`config.mk`:
```
export PLATFORM = sky130hd
export DESIGN_NAME = uart_rx
export DESIGN_NICKNAME = d
export VERILOG_FILES = /design/src/rtl/uart_pkg.sv /design/src/rtl/uart_rx_sync_2ff.sv /design/src/rtl/uart_rx.sv
export SDC_FILE = /design/constraint.sdc
export NUM_CORES = 1
export LEC_CHECK = 0
export BUFFER_PORTS_ARGS = -buffer_cell sky130_fd_sc_hd__buf_4
export CORE_MARGIN = 4
export CORE_UTILIZATION = 40
export CTS_BUF_LIST = sky130_fd_sc_hd__clkbuf_4
export DETAILED_ROUTE_END_ITERATION = 8
export PLACE_DENSITY = 0.61
export SLEW_MARGIN = 10
export SYNTH_ARGS = -nofsm -noshare
export SYNTH_HDL_FRONTEND = slang
export SYNTH_HIERARCHICAL = 1
export SYNTH_SLANG_ARGS = --single-unit
```
`constraint.sdc`:
```
create_clock -name clk -period 1.9 [get_ports clk]
set_clock_uncertainty 0.1 [all_clocks]
set_input_delay 0.19 -clock clk [delete_from_list [all_inputs] [get_ports clk]]
set_output_delay 0.19 -clock clk [all_outputs]
set_load 0.005 [all_outputs]
```
`src/rtl/uart_pkg.sv`:
```
// Shared UART definitions: frame width, default bit period and the receiver state encoding.
package uart_pkg;

    localparam int unsigned DATA_BITS        = 8;
    localparam int unsigned CLKS_PER_BIT_DEF = 16;

    typedef enum logic [2:0] {
        S_IDLE      = 3'd0,
        S_START     = 3'd1,
        S_DATA      = 3'd2,
        S_STOP      = 3'd3,
        S_WAIT_IDLE = 3'd4
    } uart_state_t;

endpackage

```
`src/rtl/uart_rx_sync_2ff.sv`:
```
// Two-flop synchronizer for a single asynchronous input; both flops reset to 1 (line idle).
module sync_2ff (
    input  logic clk,
    input  logic reset,
    input  logic i_d,
    output logic o_q
);

    logic r_meta;
    logic r_q;

    always_ff @(posedge clk or negedge reset) begin
        if (!reset) begin
            r_meta <= 1'b1;
            r_q    <= 1'b1;
        end else begin
            r_meta <= i_d;
            r_q    <= r_meta;
        end
    end

    assign o_q = r_q;

endmodule

```
`src/rtl/uart_rx.sv`:
```
// 8N1 UART receiver: mid-bit sampling, sticky valid/frame-error/overrun flags cleared by i_read.
module uart_rx
    import uart_pkg::*;
#(
    parameter int unsigned CLKS_PER_BIT = CLKS_PER_BIT_DEF
) (
    input  logic       clk,
    input  logic       reset,
    input  logic       i_rx,
    input  logic       i_read,
    output logic [7:0] o_data,
    output logic       o_valid,
    output logic       o_frame_err,
    output logic       o_overrun,
    output logic       o_busy
);

    localparam int unsigned CW = $clog2(CLKS_PER_BIT);
    localparam int unsigned BW = $clog2(DATA_BITS);
    localparam logic [CW-1:0] HALF_M1 = CW'(CLKS_PER_BIT / 2 - 1);
    localparam logic [CW-1:0] FULL_M1 = CW'(CLKS_PER_BIT - 1);
    localparam logic [BW-1:0] LAST_BIT = BW'(DATA_BITS - 1);

    uart_state_t           r_state;
    uart_state_t           w_state_nxt;
    logic [CW-1:0]         r_cnt;
    logic [CW-1:0]         w_cnt_nxt;
    logic [BW-1:0]         r_bit;
    logic [BW-1:0]         w_bit_nxt;
    logic [DATA_BITS-1:0]  r_shift;
    logic [7:0]            r_data;
    logic                  r_valid;
    logic                  r_frame_err;
    logic                  r_overrun;
    logic                  r_busy;
    logic                  w_rx_s;
    logic                  w_cnt_full;
    logic                  w_shift_en;
    logic                  w_done;
    logic                  w_ferr;

    sync_2ff u_sync (
        .clk   (clk),
        .reset (reset),
        .i_d   (i_rx),
        .o_q   (w_rx_s)
    );

    assign w_cnt_full = (r_cnt == FULL_M1);

    // State register and bit-timing counters
    always_ff @(posedge clk or negedge reset) begin
        if (!reset) begin
            r_state <= S_IDLE;
            r_cnt   <= '0;
            r_bit   <= '0;
            r_shift <= '0;
            r_busy  <= 1'b0;
        end else begin
            r_state <= w_state_nxt;
            r_cnt   <= w_cnt_nxt;
            r_bit   <= w_bit_nxt;
            r_busy  <= (w_state_nxt != S_IDLE);
            if (w_shift_en) begin
                r_shift <= {w_rx_s, r_shift[DATA_BITS-1:1]};
            end
        end
    end

    // Next-state, counter update and sample strobes
    always_comb begin
        w_state_nxt = r_state;
        w_cnt_nxt   = r_cnt;
        w_bit_nxt   = r_bit;
        w_shift_en  = 1'b0;
        w_done      = 1'b0;
        w_ferr      = 1'b0;
        case (r_state)
            S_IDLE: begin
                if (!w_rx_s) begin
                    w_state_nxt = S_START;
                    w_cnt_nxt   = '0;
                    w_bit_nxt   = '0;
                end
            end
            S_START: begin
                if (r_cnt == HALF_M1) begin
                    w_cnt_nxt   = '0;
                    w_state_nxt = w_rx_s ? S_IDLE : S_DATA;
                end else begin
                    w_cnt_nxt = r_cnt + CW'(1);
                end
            end
            S_DATA: begin
                if (w_cnt_full) begin
                    w_cnt_nxt  = '0;
                    w_shift_en = 1'b1;
                    w_bit_nxt  = r_bit + BW'(1);
                    if (r_bit == LAST_BIT) begin
                        w_state_nxt = S_STOP;
                    end
                end else begin
                    w_cnt_nxt = r_cnt + CW'(1);
                end
            end
            S_STOP: begin
                if (w_cnt_full) begin
                    w_cnt_nxt = '0;
                    if (w_rx_s) begin
                        w_done      = 1'b1;
                        w_state_nxt = S_IDLE;
                    end else begin
                        w_ferr      = 1'b1;
                        w_state_nxt = S_WAIT_IDLE;
                    end
                end else begin
                    w_cnt_nxt = r_cnt + CW'(1);
                end
            end
            S_WAIT_IDLE: begin
                // Hold here through a break so a long low line cannot retrigger a frame
                if (w_rx_s) begin
                    w_state_nxt = S_IDLE;
                end
            end
            default: w_state_nxt = S_IDLE;
        endcase
    end

    // Output holding register and sticky flags
    always_ff @(posedge clk or negedge reset) begin
        if (!reset) begin
            r_data      <= '0;
            r_valid     <= 1'b0;
            r_frame_err <= 1'b0;
            r_overrun   <= 1'b0;
        end else begin
            if (w_done) begin
                if (!r_valid || i_read) begin
                    r_data  <= r_shift;
                    r_valid <= 1'b1;
                    if (i_read) begin
                        r_frame_err <= 1'b0;
                        r_overrun   <= 1'b0;
                    end
                end else begin
                    r_overrun <= 1'b1;
                end
            end else if (i_read) begin
                r_valid     <= 1'b0;
                r_frame_err <= 1'b0;
                r_overrun   <= 1'b0;
            end
            if (w_ferr) begin
                r_frame_err <= 1'b1;
            end
        end
    end

    assign o_data      = r_data;
    assign o_valid     = r_valid;
    assign o_frame_err = r_frame_err;
    assign o_overrun   = r_overrun;
    assign o_busy      = r_busy;

endmodule

```
# Yosys cells after proc, flatten, opt, wreduce, memory -nomap -nowiden

Index checks and enable logic that the tools add are counted.

$add $sub $neg: 2
Eq/ne operators: 11
Muxes and demuxes: 34
Reductions and logical operators: 12

Operators with widths:

| kind                                                   | number |
|---|---|
| 2-to-1 mux 3 bit                                       | 9 |
| 2-to-1 mux 1 bit                                       | 18 |
| case mux 3 bit (5 select lines)                        | 1 |
| 2-to-1 mux 4 bit                                       | 3 |
| case mux 4 bit (3 select lines)                        | 1 |
| == test 3 x 2 -> 1 bit (second input constant)         | 2 |
| == test 3 bit (second input constant)                  | 2 |
| case mux 3 bit (2 select lines)                        | 1 |
| AND reduction 2 bit                                    | 3 |
| nonzero test 3 bit                                     | 2 |
| adder 4 x 1 -> 4 bit (second input constant)           | 1 |
| == test 4 x 3 -> 1 bit (second input constant)         | 1 |
| == test 4 bit (second input constant)                  | 1 |
| inequality test 2 bit (second input constant)          | 2 |
| nonzero test 2 bit                                     | 2 |
| adder 3 x 1 -> 3 bit (second input constant)           | 1 |
| == test 3 x 1 -> 1 bit (second input constant)         | 1 |
| zero test 3 bit                                        | 1 |
| inequality test 3 x 1 -> 1 bit (second input constant) | 1 |
| AND reduction 3 bit                                    | 1 |
| 2-to-1 mux 2 bit                                       | 1 |
| inequality test 2 x 1 -> 1 bit (second input constant) | 1 |
| OR reduction 2 bit                                     | 1 |
| zero test 1 bit                                        | 1 |
| logical OR 1 bit                                       | 1 |

Word-level logic and storage cells: 70
Output and inout port bits: 12
Register bits: 32

# Longest topological paths before layout

Word-level depth: 5
Depth in mapped cells: 7
Depth with buffers taken out: 5

# Modules after synthesis

Netlist, hierarchy kept.

By module, submodules not included:

| module   | times used | cells an instance | area an instance (sq um) |
|---|---|---|---|
| uart_rx  | 1          | 124               | 1,343.8 |
| sync_2ff | 1          | 2                 | 52.6 |

# Least setup slack after synthesis

OpenSTA, ideal clock, no wires.

Path kind: register -> register
Start: register r_cnt[0]
End: register r_data[0] (netlist: o_data[0])
Arrival: 1.549 ns
Stages on the path, launching flop included: 7
Buffers on the path: 1
Slack: 0.126 ns
Setup time: 0.125 ns
Path through: dfrtp_1 > ha_1 > nand3_2 > nor2_2 > and4_1 > buf_4 > mux2_2

Word-level cells in the longest chain between the ends: 4

RTL lines:

| item                          | line           | source |
|---|---|---|
| start, declared               | uart_rx.sv:26  | `logic [CW-1:0] r_cnt;` |
| start signal, assigned        | uart_rx.sv:61  | `r_cnt <= w_cnt_nxt;` |
| == test 4 bit                 | uart_rx.sv:49  | `assign w_cnt_full = (r_cnt == FULL_M1);` |
| 2-to-1 mux 1 bit              | uart_rx.sv:107 | `if (w_cnt_full) begin` |
| 2-to-1 mux 1 bit              | uart_rx.sv:78  | `case (r_state)` |
| AND reduction 2 bit (no line) | n/a            |  |
| end signal, assigned          | uart_rx.sv:140 | `r_data <= r_shift;` |
| end, declared                 | uart_rx.sv:31  | `logic [7:0] r_data;` |

No other way between the ends.
A chain may end at the register's enable or synchronous reset.

# Final worst setup path

Start: register r_cnt[0]
End: register r_data[1] (netlist: o_data[1])

Same word-level chain as after synthesis.

==> summary.md <==
| Metric | Value |
|---|---|
| Via count | `954` |
| DR top layer | `met4` |
| R2R cell count | `5` |
| Post-synthesis mux area share | `0.0797` |
| DRT Wirelength | `2410 um` |
| IO Port Bufs | `15` |
| Synth Area in Compound Gates | `0.0851` |
| Peak VDD IR | `0.000490 V` |
| Crit. End Element | `flop` |
| Netlist cell types | `36` |
| Prevailing post-synth register cell | `dfrtp_1` |
| Post-Synth Adder-Cell Area | `0.0269` |
| DRT antenna net count | `0` |
| Worst-Skew Late Latency | `roughly 320 ps` |
| CTS buffer count | `5` |
| Crit-path max cell delay | `380 ps` |
| Synth Register Bits | `32` |
| Synthesized net count | `133` |
| Final min period | `1780 ps` |
| Post-synth EDFFs | `0` |
| Final hold violations | `0` |
| CP Cell Sequence | `ha_1 -> nand3_2 -> nor2_2 -> and4_2 -> mux2_2` |
| Drt initial violations | `31` |
| CTS tree | `built` |
| Root Driver | `clkbuf_4` |
| Pin count of the biggest net entering global routing | `33` |
| CP Class | `reg2reg` |
| H-tree Lvls | `2` |
| FFs w/ async S/R, synth | `1.00` |
| Synthesis-to-finish area growth | `18.5%` |
| Fillers | `332` |
| Largest family of logic cells by synthesized area | `simple AND/OR/NAND/NOR gates` |
| Status | `finished, final reports clean` |
| DR DRC count | `0` |
| CTS Sinks | `32` |
| Sequential area share after synthesis | `0.575` |
| Final #Nets | `158` |
| Vias in the first global route | `920` |
| HP Class | `in2async` |
| GP Congestion | `0.776` |
| WL met2 | `1060 um` |
| Pleak | `between 0.8 and 0.9 nW` |
| Worst EP required | `2010 ps` |
| DP Area | `1570 um2` |
| Postcts setup bufs | `0` |
| Chip width | `67.1 um` |
| Max-cap viol count | `0` |
| Synth Instances | `about 130` |
| Synth Area in XOR/XNOR | `0.00627` |
| Critical Path Slowest Stage Cell | `dfrtp_1` |
| Netlist Area Pre-Place | `roughly 1400 um2` |
| Final setup TNS | `0 ps` |
| Hpwl dp | `1730 um` |
| Final global-route overflow total | `0` |
| Post-route cell area | `1650 um2` |
| Simple-gate share of the synthesized area | `0.187` |
| Die height | `67.1 um` |
| Type of origin of the critical path | `flop` |
| Worst-path fanout max | `8` |
| RSZ-0062 raised after global routing | `false` |
| Via density | `4.84` |
| Gr usage total | `0.126` |
| Worst-path clk slew | `around 90 ps` |
| DR pass1 iterations | `3` |
| Met1 WL | `about 1200 um` |
| DIE AREA | `4500 um2` |
| Layout cells sized above 1 | `0.318` |
| WP data arrival | `1890 ps` |
| Slew Limit Fails | `0` |
| # IOs | `16` |
| Initial Util | `0.415` |
| Core footprint | `3360 um2` |
| Tcrit/Tclk final | `0.938` |
| Antenna cells | `0` |
| Std-Cell Rows | `21` |
| Fmax | `between 500 and 600 MHz` |
| Power density of the placed cells | `960 nW/um2` |
| YS warnings | `6` |
| Met3 Routed Length | `116 um` |
| Avg Inst Size Synth | `11.1 um2` |
| WL/cell | `12.2 um` |
| Number of buffers on the longest clock path | `2` |
| Slew @ Worst Pin | `395 ps` |
| First-pass GRT wire length | `4080 um` |
| Slew headroom | `0.737` |
| Setup violators final | `0` |
| Number of antenna violations at the first check in global routing | `0` |
## per-layer routing
layer,GRT usage,vias to the layer above
met2,0.182,16
met3,0.0506,7
met1,0.163,459
met5,0,-
li1,-,472
met4,0.0608,0
## cell families after synthesis
kind of cell | count (synthesis)
compound gates | 15
xor+xnor | 1
fa+ha+maj | 3
buf+inv | 10
flops | 32
mux | 10
simple gates | 55
## synth_stat cells, types with 2 or more instances
cell type,number,area [um2]
nand2_1,30,113
inv_1,5,18.8
buf_2,3,15.0
a21o_1,2,15.0
mux2_2,9,101
dfstp_2,2,52.6
nand3_1,6,30.0
nor2_1,6,22.5
dfrtp_1,30,751
o21ai_0,3,15.0
o21ai_2,2,17.5
a211o_1,2,17.5
ha_1,3,37.5
## flip-flops by register name, indices dropped and copies added (netlist names)
name           cells
r_state            3
o_overrun          1
o_data             8
r_bit              3
r_cnt              4
u_sync/r_meta      1
o_frame_err        1
o_valid            1
r_shift            8
u_sync/o_q         1
o_busy             1
## metrics by stage
step	power, mW	hold WS (ps)	utilization	std cells	setup slack, ps
floorplan	1.13	-206	-	126	126
detailed placement	1.24	48.4	0.466	187	30.1
global route	1.71	252	0.492	197	6.13
CTS	1.61	230	0.490	197	19.2
global placement	1.22	44.4	0.466	187	89.1
finish	1.59	239	0.492	197	117
## cell usage in the layout, fill, tap and decap left out, types with 3 or more instances in the layout
cell / instances
nand3_1: 6
buf_4: 20
dfrtp_1: 30
inv_1: 5
ha_1: 3
nand2_1: 30
mux2_2: 9
o21ai_0: 3
dlygate4sd3_1: 3
clkbuf_4: 6
nor2_1: 6
## power by group
group	switching, mW	internal, mW
Clock	0.207	0.150
Sequential	0.100	0.761
Combinational	0.179	0.190
Total	0.486	1.10
## critical path: cells and delay by family, from the launching register on
kind / cells / cell delay (ps)
simple gates: 3 / 630
mux: 1 / 360
fa+ha+maj: 1 / 200
flops: 1 / 380
## cell type report
class | instances | area [um2] | area share
well taps | 46 | 57.6 | 0.0348
flip-flops and latches | 32 | 803 | 0.486
multi-input cells | 84 | 544 | 0.329
clock buffers | 6 | 45.0 | 0.0272
clock inverters | 1 | 5.00 | 0.00303
repair buffers | 23 | 180 | 0.109
inverters | 5 | 18.8 | 0.0113
## worst paths after layout
kind	start	endpoint	slack (ps)
min in group clk	u_sync/r_meta$_DFF_PN1_	u_sync/o_q$_DFF_PN1_	260
worst max-delay path	r_cnt[0]$_DFFE_PN0P_	o_data[1]$_DFFE_PN0P_	120
worst min register to register	u_sync/r_meta$_DFF_PN1_	u_sync/o_q$_DFF_PN1_	260
max in group asynchronous	reset	u_sync/r_meta$_DFF_PN1_	1140
worst max register to register	r_cnt[0]$_DFFE_PN0P_	o_data[1]$_DFFE_PN0P_	120
worst min-delay path	reset	o_data[1]$_DFFE_PN0P_	240
## timing repair
action	4_1_cts	5_1_grt
resized for setup	0	2
hold endpoints to repair	35	0
endpoints found under the setup margin	0	9
hold buffers	3	0
No activity file was read; power rests on OpenSTA's default activity.
